### src/rtl/console_write_ctrl.sv
// -----------------------------------------------------------------------------
// console_write_ctrl
//
// Purpose:
//   Owns the CPU-side write port of the text video memory. Takes one byte at a
//   time from the CPU over a valid/ready handshake and keeps a text cursor.
//   Printable bytes and a small set of control codes become single-cycle video
//   memory writes. A form feed runs a hardware clear-screen sweep.
//
// Ports:
//   CLK_CPU            in   1   system clock, rising edge
//   resetn             in   1   asynchronous active-low reset
//   char_valid         in   1   a byte is offered on char_data
//   char_data          in   8   offered byte
//   char_ready         out  1   byte can be accepted this cycle (IDLE only)
//   video_write_enable out  1   one-cycle write strobe
//   video_write_addr   out  11  row*COLS+col (or the clear counter)
//   video_write_data   out  32  byte in [7:0], upper bits zero
//   cursor_col         out  6   cursor column 0..COLS-1
//   cursor_row         out  5   cursor row 0..ROWS-1
//   busy               out  1   high while writing or clearing
//
// Build option:
//   CONSOLE_CLEAR_ON_RESET_EN - when defined, reset lands in the clear state,
//   so the screen is blanked before char_ready first rises.
// -----------------------------------------------------------------------------
module console_write_ctrl #(
  parameter int unsigned COLS   = 50,
  parameter int unsigned ROWS   = 30,
  parameter int unsigned ADDR_W = 11,
  parameter logic [7:0]  BLANK  = 8'h20
) (
  input  logic              CLK_CPU,
  input  logic              resetn,
  input  logic              char_valid,
  input  logic [7:0]        char_data,
  output logic              char_ready,
  output logic              video_write_enable,
  output logic [ADDR_W-1:0] video_write_addr,
  output logic [31:0]       video_write_data,
  output logic [5:0]        cursor_col,
  output logic [4:0]        cursor_row,
  output logic              busy
);

  localparam logic [1:0] S_IDLE  = 2'd0;
  localparam logic [1:0] S_WRITE = 2'd1;
  localparam logic [1:0] S_CLEAR = 2'd2;

  localparam logic [5:0]        LAST_COL = 6'(COLS - 1);
  localparam logic [4:0]        LAST_ROW = 5'(ROWS - 1);
  localparam logic [ADDR_W-1:0] COLS_A   = ADDR_W'(COLS);
  // The clear counter holds the next address to blank; reaching the cell
  // count means the last cell has already been strobed.
  localparam logic [ADDR_W-1:0] CLR_END  = ADDR_W'(COLS * ROWS);

  localparam logic [7:0] C_BS = 8'h08;
  localparam logic [7:0] C_LF = 8'h0A;
  localparam logic [7:0] C_FF = 8'h0C;
  localparam logic [7:0] C_CR = 8'h0D;

`ifdef CONSOLE_CLEAR_ON_RESET_EN
  localparam logic [1:0] RST_STATE = S_CLEAR;
  localparam logic       RST_READY = 1'b0;
  localparam logic       RST_BUSY  = 1'b1;
`else
  localparam logic [1:0] RST_STATE = S_IDLE;
  localparam logic       RST_READY = 1'b1;
  localparam logic       RST_BUSY  = 1'b0;
`endif

  logic [1:0]        r_state;
  logic [ADDR_W-1:0] r_cnt;
  logic              r_ready;
  logic              r_busy;
  logic              r_we;
  logic [ADDR_W-1:0] r_addr;
  logic [7:0]        r_data;
  logic [5:0]        r_col;
  logic [4:0]        r_row;

  logic              w_accept;
  logic              w_is_print;
  logic [ADDR_W-1:0] w_addr_cur;
  logic [ADDR_W-1:0] w_addr_bs;
  logic [4:0]        w_row_inc;

  assign w_accept   = char_valid && r_ready;
  assign w_is_print = (char_data >= 8'h20) && (char_data <= 8'h7E);
  assign w_addr_cur = (ADDR_W'(r_row) * COLS_A) + ADDR_W'(r_col);
  // Only used when col > 0, so the decrement never underflows.
  assign w_addr_bs  = w_addr_cur - ADDR_W'(1);
  // No scrolling: the row simply wraps back to the top.
  assign w_row_inc  = (r_row == LAST_ROW) ? 5'd0 : (r_row + 5'd1);

  // Main FSM: handshake, cursor tracking, write strobe and clear sweep.
  always_ff @(posedge CLK_CPU or negedge resetn) begin
    if (!resetn) begin
      r_state <= RST_STATE;
      r_cnt   <= '0;
      r_ready <= RST_READY;
      r_busy  <= RST_BUSY;
      r_we    <= 1'b0;
      r_addr  <= '0;
      r_data  <= 8'h00;
      r_col   <= 6'd0;
      r_row   <= 5'd0;
    end else begin
      case (r_state)
        S_IDLE: begin
          r_we <= 1'b0;
          if (w_accept) begin
            if (w_is_print) begin
              r_addr  <= w_addr_cur;
              r_data  <= char_data;
              r_we    <= 1'b1;
              r_state <= S_WRITE;
              r_ready <= 1'b0;
              r_busy  <= 1'b1;
              if (r_col == LAST_COL) begin
                r_col <= 6'd0;
                r_row <= w_row_inc;
              end else begin
                r_col <= r_col + 6'd1;
              end
            end else begin
              case (char_data)
                C_LF: begin
                  r_col <= 6'd0;
                  r_row <= w_row_inc;
                end
                C_CR: begin
                  r_col <= 6'd0;
                end
                C_BS: begin
                  if (r_col != 6'd0) begin
                    r_col   <= r_col - 6'd1;
                    r_addr  <= w_addr_bs;
                    r_data  <= BLANK;
                    r_we    <= 1'b1;
                    r_state <= S_WRITE;
                    r_ready <= 1'b0;
                    r_busy  <= 1'b1;
                  end else begin
                    r_col <= r_col;
                  end
                end
                C_FF: begin
                  // First blank goes out on the entry edge so every CLEAR
                  // cycle carries a strobe; counter then points at cell 1.
                  r_state <= S_CLEAR;
                  r_addr  <= '0;
                  r_data  <= BLANK;
                  r_we    <= 1'b1;
                  r_cnt   <= ADDR_W'(1);
                  r_ready <= 1'b0;
                  r_busy  <= 1'b1;
                end
                default: begin
                  r_state <= S_IDLE;
                end
              endcase
            end
          end else begin
            r_state <= S_IDLE;
          end
        end

        S_WRITE: begin
          r_we    <= 1'b0;
          r_state <= S_IDLE;
          r_ready <= 1'b1;
          r_busy  <= 1'b0;
        end

        S_CLEAR: begin
          if (r_cnt == CLR_END) begin
            r_we    <= 1'b0;
            r_state <= S_IDLE;
            r_ready <= 1'b1;
            r_busy  <= 1'b0;
            r_col   <= 6'd0;
            r_row   <= 5'd0;
          end else begin
            r_we   <= 1'b1;
            r_addr <= r_cnt;
            r_data <= BLANK;
            r_cnt  <= r_cnt + ADDR_W'(1);
          end
        end

        default: begin
          r_we    <= 1'b0;
          r_state <= S_IDLE;
          r_ready <= 1'b1;
          r_busy  <= 1'b0;
        end
      endcase
    end
  end

  assign char_ready         = r_ready;
  assign busy               = r_busy;
  assign video_write_enable = r_we;
  assign video_write_addr   = r_addr;
  assign video_write_data   = {24'h000000, r_data};
  assign cursor_col         = r_col;
  assign cursor_row         = r_row;

endmodule

### config.mk
export PLATFORM = sky130hd
export DESIGN_NAME = console_write_ctrl
export DESIGN_NICKNAME = d
export VERILOG_FILES = /design/src/rtl/console_write_ctrl.sv
export SDC_FILE = /design/constraint.sdc
export NUM_CORES = 1
export LEC_CHECK = 0
export CAP_MARGIN = 20
export CORE_UTILIZATION = 40
export CTS_CLUSTER_SIZE = 24
export DETAILED_ROUTE_END_ITERATION = 6
export PLACE_DENSITY = 0.66
export SYNTH_ARGS = -nofsm -noshare
export SYNTH_HDL_FRONTEND = slang
export SYNTH_SLANG_ARGS = --single-unit
### constraint.sdc
create_clock -name CLK_CPU -period 7.5 [get_ports CLK_CPU]
set_input_delay 1.5 -clock CLK_CPU [delete_from_list [all_inputs] [get_ports CLK_CPU]]
set_output_delay 1.5 -clock CLK_CPU [all_outputs]
set_load 0.02 [all_outputs]
; Word level (Yosys, flattened, before mapping)
; Cells that the tools add are included.
[classes]
reduce_logical = 12
n_mux = 55
n_mul = 1
n_div = 0
add_sub_neg = 6
order_cmp = 2
n_bitwise = 0
n_shift = 0
eq_ne = 20
[ops]
columns = cell, count
row1 = 11-bit 2-to-1 mux, 8
row2 = 11-bit case mux with 2 select lines, 3
row3 = "8-bit by 4-bit == test with 1-bit output, second input constant", 4
row4 = 8-bit 2-to-1 mux, 4
row5 = 8-bit case mux with 2 select lines, 2
row6 = 5-bit 2-to-1 mux, 6
row7 = 6-bit 2-to-1 mux, 5
row8 = 6-bit case mux with 2 select lines, 2
row9 = 5-bit AND reduction, 4
row10 = 1-bit 2-to-1 mux, 12
row11 = 1-bit case mux with 2 select lines, 6
row12 = "11-bit by 1-bit adder with 11-bit output, second input constant", 1
row13 = 11-bit by 6-bit adder with 11-bit output, 1
row14 = "11-bit == test, second input constant", 1
row15 = "11-bit by 1-bit subtractor with 11-bit output, second input constant", 1
row16 = "5-bit by 5-bit multiplier with 10-bit output, second input constant", 1
row17 = 5-bit case mux with 2 select lines, 1
row18 = "8-bit by 6-bit greater-or-equal comparator with 1-bit output, second input constant", 1
row19 = "8-bit by 7-bit <= comparator with 1-bit output, second input constant", 1
row20 = 2-bit 2-to-1 mux, 4
row21 = "2-bit != test, second input constant", 4
row22 = "4-bit != test, second input constant", 2
row23 = "6-bit by 1-bit adder with 6-bit output, second input constant", 1
row24 = "6-bit == test, second input constant", 1
row25 = other kinds (19), 20
[word_totals]
romBits = 0
mem_bits_rw = 0
regBits = 46
in_bits = 11
word_cells = 105
mem_count = 0
latch_bits = 0

; Logic depth before layout (Yosys ltp)
; Gate-level depths: netlist (run 1).
[depth]
word_depth = 8
depth_mapped = 14
depth_no_buf = 13

; Worst setup path after synthesis (run 1)
; Ideal clock, no wire load.
[synth_timing]
kind = register -> register
from = register r_row[1] (netlist: cursor_row[1])
to = register r_addr[7] (netlist: video_write_addr[7])
path_stages_with_launch = 13
path_buffers = 0
slack_ps = 4058
required_ps = 7377
t_arrival_ps = 3320
period_less_slack_ps = 3442
path_cell_list = dfrtp_1 > inv_1 > ha_1 > inv_1 > ha_1 > ha_1 > fa_1 > or4b_2 > nand3_1 > nor4_1 > xnor2_1 > a221oi_2 > nor2_1
[synth_between]
elab_chain_len = 8
[synth_rtl]
columns = item, line
row1 = "start, declared", 80  ; logic [4:0] r_row;
row2 = "start signal, assigned", 122  ; r_row <= w_row_inc;
row3 = "start signal, assigned", 130  ; r_row <= w_row_inc;
row4 = 5-bit by 5-bit multiplier with 10-bit output *, 90  ; assign w_addr_cur = (ADDR_W'(r_row) * COLS_A) + ADDR_W'(r_col);
row5 = 11-bit by 6-bit adder with 11-bit output *, 90
row6 = 11-bit by 1-bit subtractor with 11-bit output, 92  ; assign w_addr_bs = w_addr_cur - ADDR_W'(1);
row7 = 11-bit 2-to-1 mux, 136  ; if (r_col != 6'd0) begin
row8 = 11-bit case mux with 2 select lines, 127  ; case (char_data)
row9 = 11-bit 2-to-1 mux *, 113  ; if (w_is_print) begin
row10 = 11-bit 2-to-1 mux *, 112  ; if (w_accept) begin
row11 = 11-bit case mux with 2 select lines *, 109  ; case (r_state)
row12 = "end signal, assigned", 114  ; r_addr <= w_addr_cur;
row13 = "end signal, assigned", 138  ; r_addr <= w_addr_bs;
row14 = "end signal, assigned", 186  ; r_addr <= r_cnt;
row15 = "end, declared", 77  ; logic [ADDR_W-1:0] r_addr;
; Every way passes the cells marked *; elsewhere a longest branch is shown, timed or not. The select of a mux whose other input is x is not followed.
; A chain may end at the register's enable or synchronous reset.

; Worst setup path after layout (run 1)
[layout_timing]
from = input char_data[1]
to = register r_addr[8] (netlist: video_write_addr[8])
[layout_between]
elab_chain_len = 5
[layout_rtl]
columns = item, line
row1 = "start, declared", 36  ; input logic [7:0] char_data,
row2 = 8-bit by 6-bit greater-or-equal comparator with 1-bit output (tied with other cells), 89  ; assign w_is_print = (char_data >= 8'h20) && (char_data <= 8'h7E);
row3 = 1-bit logical AND or 11-bit case mux with 2 select lines (tied branches), "89, 127"
row4 = 11-bit 2-to-1 mux, 113
row5 = 11-bit 2-to-1 mux, 112
row6 = 11-bit case mux with 2 select lines, 109
; Several ways; a longest one is shown, not always the timed one. The select of a mux whose other input is x is not followed.

==> results.md, run 1 <==
Worst setup path:
- The required time at the endpoint of the critical path is 7.69 ns.
- The nature of the critical path endpoint is a flop.
- In this run the worst setup path begins at char_data[1].
- The arrival time of the worst setup path is 4.30 ns.
- In this run the worst path has a maximum fanout of 26.
- By startpoint and endpoint, the worst setup path is classified as input port to flop.
- The slowest stage cell on the critical path is clkdlybuf4s50_1.
- The signal on the critical path passes through clkdlybuf4s50_1 -> nand3_1 -> o211a_1 -> a211oi_1 -> nor2_2 -> nor2_4 -> inv_2 -> and3_1 -> a21oi_1 -> o21ai_1.
- The nature of the critical path startpoint is an input port.
- The source of the worst register-to-register timing path is cursor_row[1].
- The total buffers and inverters traversed by the critical path is 2.
- Among cell families on the critical path, the largest total delay comes from simple AND/OR/NAND/NOR gates.
- On the worst path, the slowest cell contributes a delay of 0.65 ns.

Power and ir drop:
- VDD sags by at most 0.07089 mV.
- In this run the power density over the cells is 105.2 mW/mm².
- The analysis attributes to cell leakage a power of 1.805 nW.

Logic synthesis:
- Dividing the synthesized area by the synthesized cell count gives 8.517 µm².
- The synthesized design contains 0 enable-type register cells.
- The biggest area contributor in the post-synthesis netlist is dfrtp_1.
- The total of flip-flops plus latches after synthesis is 46.
- In the synthesized netlist the dominant register cell turns out to be dfrtp_1.
- Summed over its instances, the top area cell type makes up 30.75% of the synthesized netlist area.
- The post-synthesis async set-or-reset flop share is 100.0%.
- By area the synthesized netlist is led by dfrtp_1, ha_1, buf_4, nand2_1, o21ai_0.
- In this run, distinct cell masters in the synthesized netlist total 74.
- The synthesized netlist occupies a cell area of 0.003662 mm².
- Ranked by instance count, the synthesized netlist is headed by dfrtp_1, nand2_1, o21ai_0.
- During synthesis, Yosys emitted a total of 0 warnings.
- Counting every instance in the synthesized netlist gives 430.
- The register area share after synthesis is 31.47%.

Layout:
- The count of antenna diodes in the layout is 0.
- The core utilization of the finished layout is 47.17%.
- The post-route netlist has 6.681% of its cells at a drive strength greater than 1.
- Compared with the post-synthesis result, the final layout area differs by 13.43%.
- The final layout contains 506 nets.
- Counting the fill cells in the layout gives 866.

Drt:
- The first-pass iteration count of the detailed router is 7.
- The via-per-instance ratio is 5.549.
- The first routing iteration left 155 violations.
- The number of DRC violations after detailed routing is 8.
- In the final routed layout, each cell accounts on average for 15.17 µm.
- For this block, the routed nets add up to 8680 µm of wire.
- The number of vias after detailed routing is 3174.
- The count of antenna-violating nets left after detailed routing is 0.

STA:
- Setup repair after global routing left no endpoint under its margin.
- Setup total negative slack on the finished layout was measured at 0 ns.
- The final-report max-slew violation count is 0.
- The worst setup skew after layout is 0.006360 ns.
- The number of failing hold endpoints at the final stage is 0.
- Timing would allow up to 243.4 MHz.
- The worst max-slew margin expressed relative to the limit is 48.25%.
- In the finished design, the share of the clock period the worst path needs comes to 54.77%.
- The final-report setup violation count is 0.
- The transition time of the tightest slew-check pin is 0.7691 ns.
- For the finished layout, the period the worst path requires is 4.108 ns.

Clock network:
- The total of hold buffers inserted after clock tree synthesis is 0.
- The number of clock buffers added by TritonCTS is 5.
- The clock passes through at most 2 buffers.
- Counting every sink on the clock net gives 46.
- Gates resized during post-CTS repair numbered 0.
- The number of setup buffers added after CTS is 0.
- TritonCTS built the clock tree.
- The CTS clock-pin slew for the worst setup and hold paths is 0.09 ns.
- The root buffer cell chosen for the clock tree is clkbuf_8.
- The H-tree depth is 2.
- The insertion delay to the later sink of the worst-skew pair is 0.30 ns.

Run status:
- The checks that failed: design-rule violations.
- The run finished, with violations left.

Worst hold path:
- The class of the tightest hold or removal check is flop to flop.
- In this run the most critical hold path is launched from r_data[2].

Die:
- The total area inside the core boundary comes to 0.008806 mm².
- The floorplan step set the die width to 97.69 µm.
- The floorplan row count is 34.
- For this configuration, the core starts out at a cell density of 41.59%.
- The height of the die is 97.69 µm.
- The die covers 0.009542 mm².
- In this run the count of I/O pins placed on the die edge is 68.

Placement:
- After legalization and detailed placement, the total HPWL measured 6383 µm.
- Port buffering added 43 buffers.
- The routability-driven placement congestion ratio is 0.8392.

Global route:
- The number of antenna violations at the first check in global routing is 0.
- The first global-routing pass estimated 14500 µm of wire.
- After global routing the overflow that remains totals 0.
- The number of global-route vias before repair is 2926.
- Entering global routing, the biggest net connects 47 pins.
- For this run, the total global-route usage over all layers was measured as 18.75%.

Job:
- Across the run, the number of max-cap violations was 0.
area by class of cell:
class                   count  area, µm²  area share [%]
repair buffers             45      460.4           11.08
clock inverters             2      13.76          0.3313
well taps                 108      135.1           3.253
flip-flops and latches     46       1152           27.74
multi-input cells         341       2230           53.67
clock buffers               6      72.57           1.747
inverters                  24      90.09           2.169
tightest hold or removal path: stages, from the launching register on:
cell,delay (ns)
dfrtp_1,0.35
nand2_1,0.05
nand2_1,0.05
metrics by stage:
stage	cell area (µm²)	power [mW]	worst slack, ns	hold slack [ns]	instances
6_report	4154	0.4371	3.392	0.4802	572
3_3_place_gp	4040	0.2873	3.152	0.4624	563
4_1_cts	4126	0.4424	3.400	0.4842	571
5_1_grt	4154	0.4581	3.175	0.5184	572
2_1_floorplan	3749	0.2849	4.058	0.4727	453
3_5_place_dp	4040	0.2879	3.064	0.4642	563
routing by layer:
| layer | GRT usage, % | wire length [µm] | vias up |
|---|---|---|---|
| li1 | - | - | 1558 |
| met3 | 2.878 | 360 | 12 |
| met5 | 0 | 0 | - |
| met1 | 27.41 | 4272 | 1529 |
| met4 | 5.128 | 84 | 0 |
| met2 | 28.59 | 3963 | 75 |
flip-flops by register name, summed over array words and instances, names as in the netlist:
register            flops
busy                    1
char_ready              1
cursor_col              6
cursor_row              5
r_cnt                  11
r_data                  8
r_state                 2
video_write_addr       11
video_write_enable      1
power breakdown:
part,switching (mW),leakage (nW),internal (mW),total [mW]
clock,0.0865,0.0452,0.0659,0.152
sequential,0,0.535,0.248,0.248
combinational,0.0265,1.22,0.0104,0.0369
cells by family after synthesis:
family	Yosys count	synth area share, %
adder cells (fa/ha/maj)	32	11.34
buffers and inverters	66	10.01
other	1	0.1024
XOR/XNOR	18	4.305
flip-flops	46	31.47
AND/OR/NAND/NOR	145	20.50
AO/OA/AOI/OAI	120	21.69
multiplexers	2	0.5808
worst paths after layout:
path | to | cells after the start | slack [ns]
worst max-delay path | video_write_addr[8] | 10 | 3.39
worst min-delay path | r_data[2] | 2 | 0.48
worst max register to register | video_write_addr[6] | 11 | 3.90
worst min register to register | r_data[2] | 2 | 0.48
max in group asynchronous | video_write_addr[2] | 2 | 5.76
min in group asynchronous | r_data[6] | 1 | 1.22
cell usage in the layout, fill, tap and decap left out, types with 4 or more instances in the layout:
master and instances:
nand4_1 11, xor2_1 6, nand3_1 15, clkbuf_8 5, o31ai_1 4, a31oi_1 6
o21ai_1 11, o211ai_1 4, a221oi_1 5, and3_1 5, inv_1 23, clkdlybuf4s50_1 42
conb_1 24, and2_1 4, xnor2_1 12, a211oi_1 4, ha_1 30, nor2_1 31
o21ai_0 32, nand2b_1 4, dfrtp_1 45, nor3b_1 4, a21oi_1 19, nand2_1 45
nor2b_1 5
(Power assumes the default switching activity.)
==> run 2: changes to the inputs <==
Clock period 7.5 ns to 4.15 ns, I/O delays scaled along.
==> run 2 against run 1 <==
  * The run still ends with design-rule violations left
  * Clock skew barely moved
  * Combinational power increased by 83%
  * Sequential power up 81%
  * Worst hold slack worse by 0.0029 ns
  * Utilization is 0.61 points higher
  * Register-to-register slack got worse by 3.3 ns
  * Largest cell class unchanged
  * Wire length up 0.88%
  * Non-clock buffer count grew 4
==> results.md, run 2 (synthesis gave the netlist of run 1 again) <==
Run status:
- The run finished, with violations left.
- The checks that failed: design-rule violations.

Global route:
- The total routing usage reported by global routing is 19.42%.
- The number of antenna violations at the first check in global routing is 0.
- The first global-routing pass estimated 15190 µm of wire.
- Entering global routing, the biggest net connects 47 pins.
- After global routing the overflow that remains totals 0.
- The number of global-route vias before repair came to 3063.

STA:
- The minimum period implied by the final worst setup slack is 3.522 ns.
- After layout, the worst path uses 84.87% of the clock period.
- Setup violations remaining at the end of the flow were counted as 0.
- The final-report max-slew violation count is 0.
- The highest clock frequency the design can meet is 283.9 MHz.
- Setup repair after global routing left no endpoint under its margin.
- The final sum of negative setup slack is 0 ns.
- The number of failing hold endpoints at the final stage is 0.
- Measured against its own limit, the worst slew margin works out to 45.03%.
- The worst setup skew after layout is 0.006364 ns.
- For the pin with the worst max-slew slack, the measured transition is 0.8215 ns.

Die:
- The x dimension of the die is 97.69 µm.
- The initial core utilization is 41.59%.
- The die is 97.69 µm tall.
- The standard cell core area is 0.008806 mm².
- The full die area is 0.009542 mm².
- Row generation in the floorplan step produced 34 rows.
- The number of primary I/O pins is 68.

Placement:
- After detailed placement, the total cell area comes to 0.004070 mm².
- The routability-driven placement congestion ratio is 0.8163.
- Detailed placement finished with a half-perimeter wire length of 6540 µm.
- The count of buffers inserted at the top-level ports is 43.

Worst setup path:
- For this run, the slowest stage of the critical path takes 0.70 ns.
- The first element of the critical path is cursor_row[1].
- The nature of the critical path endpoint is a flop.
- By instance count, the cell type seen most on the critical path is ha_1.
- The highest net fanout along the worst path is 9.
- The critical path goes through inv_1 -> ha_1 -> inv_1 -> ha_1 -> ha_1 -> fa_1 -> or4b_2 -> nand3_1 -> nor4_1 -> xnor2_1 -> a221oi_2 -> nor2_1.
- The arrival time of the worst setup path is 3.71 ns.
- The nature of the critical path startpoint is a flop.
- The setup path with the least slack is of type flop to flop.
- The required time at the endpoint of the critical path is 4.34 ns.
- The source of the worst register-to-register timing path is cursor_row[1].
- The slowest stage cell on the critical path is or4b_2.

Power and ir drop:
- IR analysis of the VDD net gives a maximum drop of 0.1580 mV.
- The static leakage is 1.831 nW.
- In this run the power density over the cells is 203.4 mW/mm².

Drt:
- The total length of routed wires is 8756 µm.
- The first routing iteration left 143 violations.
- The number of vias after detailed routing is 3184.
- The first TritonRoute pass finished after 6 iterations.
- The number of DRC violations after detailed routing is 7.
- The count of antenna-violating nets left after detailed routing is 0.
- The via-per-instance ratio is 5.528.
- Dividing the detail-routed wire length by the instance count gives 15.20 µm.

Layout:
- The filler cell count is 875.
- The area growth from synthesis to layout is 14.90%.
- The repair_antennas step left the layout with diodes totalling 0.
- The net total in the final layout is 510.
- In the final layout, the share of cells above drive strength 1 is 7.479%.
- Leaving out fill and tap cells, the most frequent cells in the layout are nand2_1, dfrtp_1, clkdlybuf4s50_1.
- The post-route cell area is 0.004208 mm².

Clock network:
- The CTS clock-pin slew for the worst setup and hold paths is 0.09 ns.
- The total of hold buffers inserted after clock tree synthesis is 0.
- TritonCTS built the clock tree.
- The H-tree depth is 2.
- The number of post-CTS setup repair buffers is 0.
- The number of sinks driven by the clock tree is 46.
- The clock buffer count from CTS is 5.
- The post-cts repair resize count is 0.
- The clock passes through at most 2 buffers.
- The insertion delay to the later sink of the worst-skew pair is 0.30 ns.
- The clock tree root buffer cell is clkbuf_8.

Worst hold path:
- In this run the most critical hold path is launched from r_data[1].
- In this run the worst hold path is classified as flop to flop.

Job:
- The number of max-capacitance violations reported is 0.
-- run 2: where the power goes --
part           leakage [nW]  total (mW)  internal (mW)  switching, mW
logic                  1.24      0.0675         0.0196         0.0479
clock network        0.0514       0.340          0.180          0.160
registers             0.535       0.448          0.448              0
-- run 2: area by class of cell --
type,instances,area (µm²),area share (%)
repair buffers,49,490.5,11.66
multi-input cells,341,2230,52.99
well taps,108,135.1,3.211
flip-flops and latches,46,1152,27.39
clock buffers,6,72.57,1.725
inverters,24,90.09,2.141
clock inverters,2,37.54,0.8921
-- run 2: worst max-delay path: cells and delay by family, from the launching register on --
| family | cells | cell delay (ns) |
|---|---|---|
| AOI/OAI and AO/OA | 1 | 0.24 |
| xor gates and xnor gates | 1 | 0.16 |
| adders and majority gates | 4 | 1.38 |
| buffers and inverters | 2 | 0.16 |
| DFF | 1 | 0.46 |
| and+or+nand+nor | 4 | 1.00 |
-- run 2: through the flow --
stage	power (mW)	hold WS, ns	setup WS, ns	cells	util (%)
floorplan	0.5148	0.4727	0.7078	453	-
global placement	0.5206	0.4579	0.6318	567	46.22
detailed placement	0.5210	0.4633	0.6025	567	46.22
CTS	0.8639	0.4861	0.6363	575	47.47
global route	0.8913	0.5089	0.4239	576	47.78
finish	0.8557	0.4773	0.6277	576	47.78
-- run 2: worst paths after layout --
check / to / slack [ns] / cells after the start
max in group asynchronous: char_ready / 3.03 / 2
min in group asynchronous: r_cnt[1] / 0.53 / 1
hold / removal: r_data[1] / 0.48 / 2
hold reg to reg: r_data[1] / 0.48 / 2
setup / recovery: video_write_addr[7] / 0.63 / 12
setup reg to reg: video_write_addr[7] / 0.63 / 12
-- run 2: metal layers --
metal	GRT usage, %	wire (µm)	up-vias
li1	-	-	1580
met1	28.09	4216	1501
met4	3.846	38	0
met2	30.82	4051	98
met3	2.806	450	5
met5	0	0	-
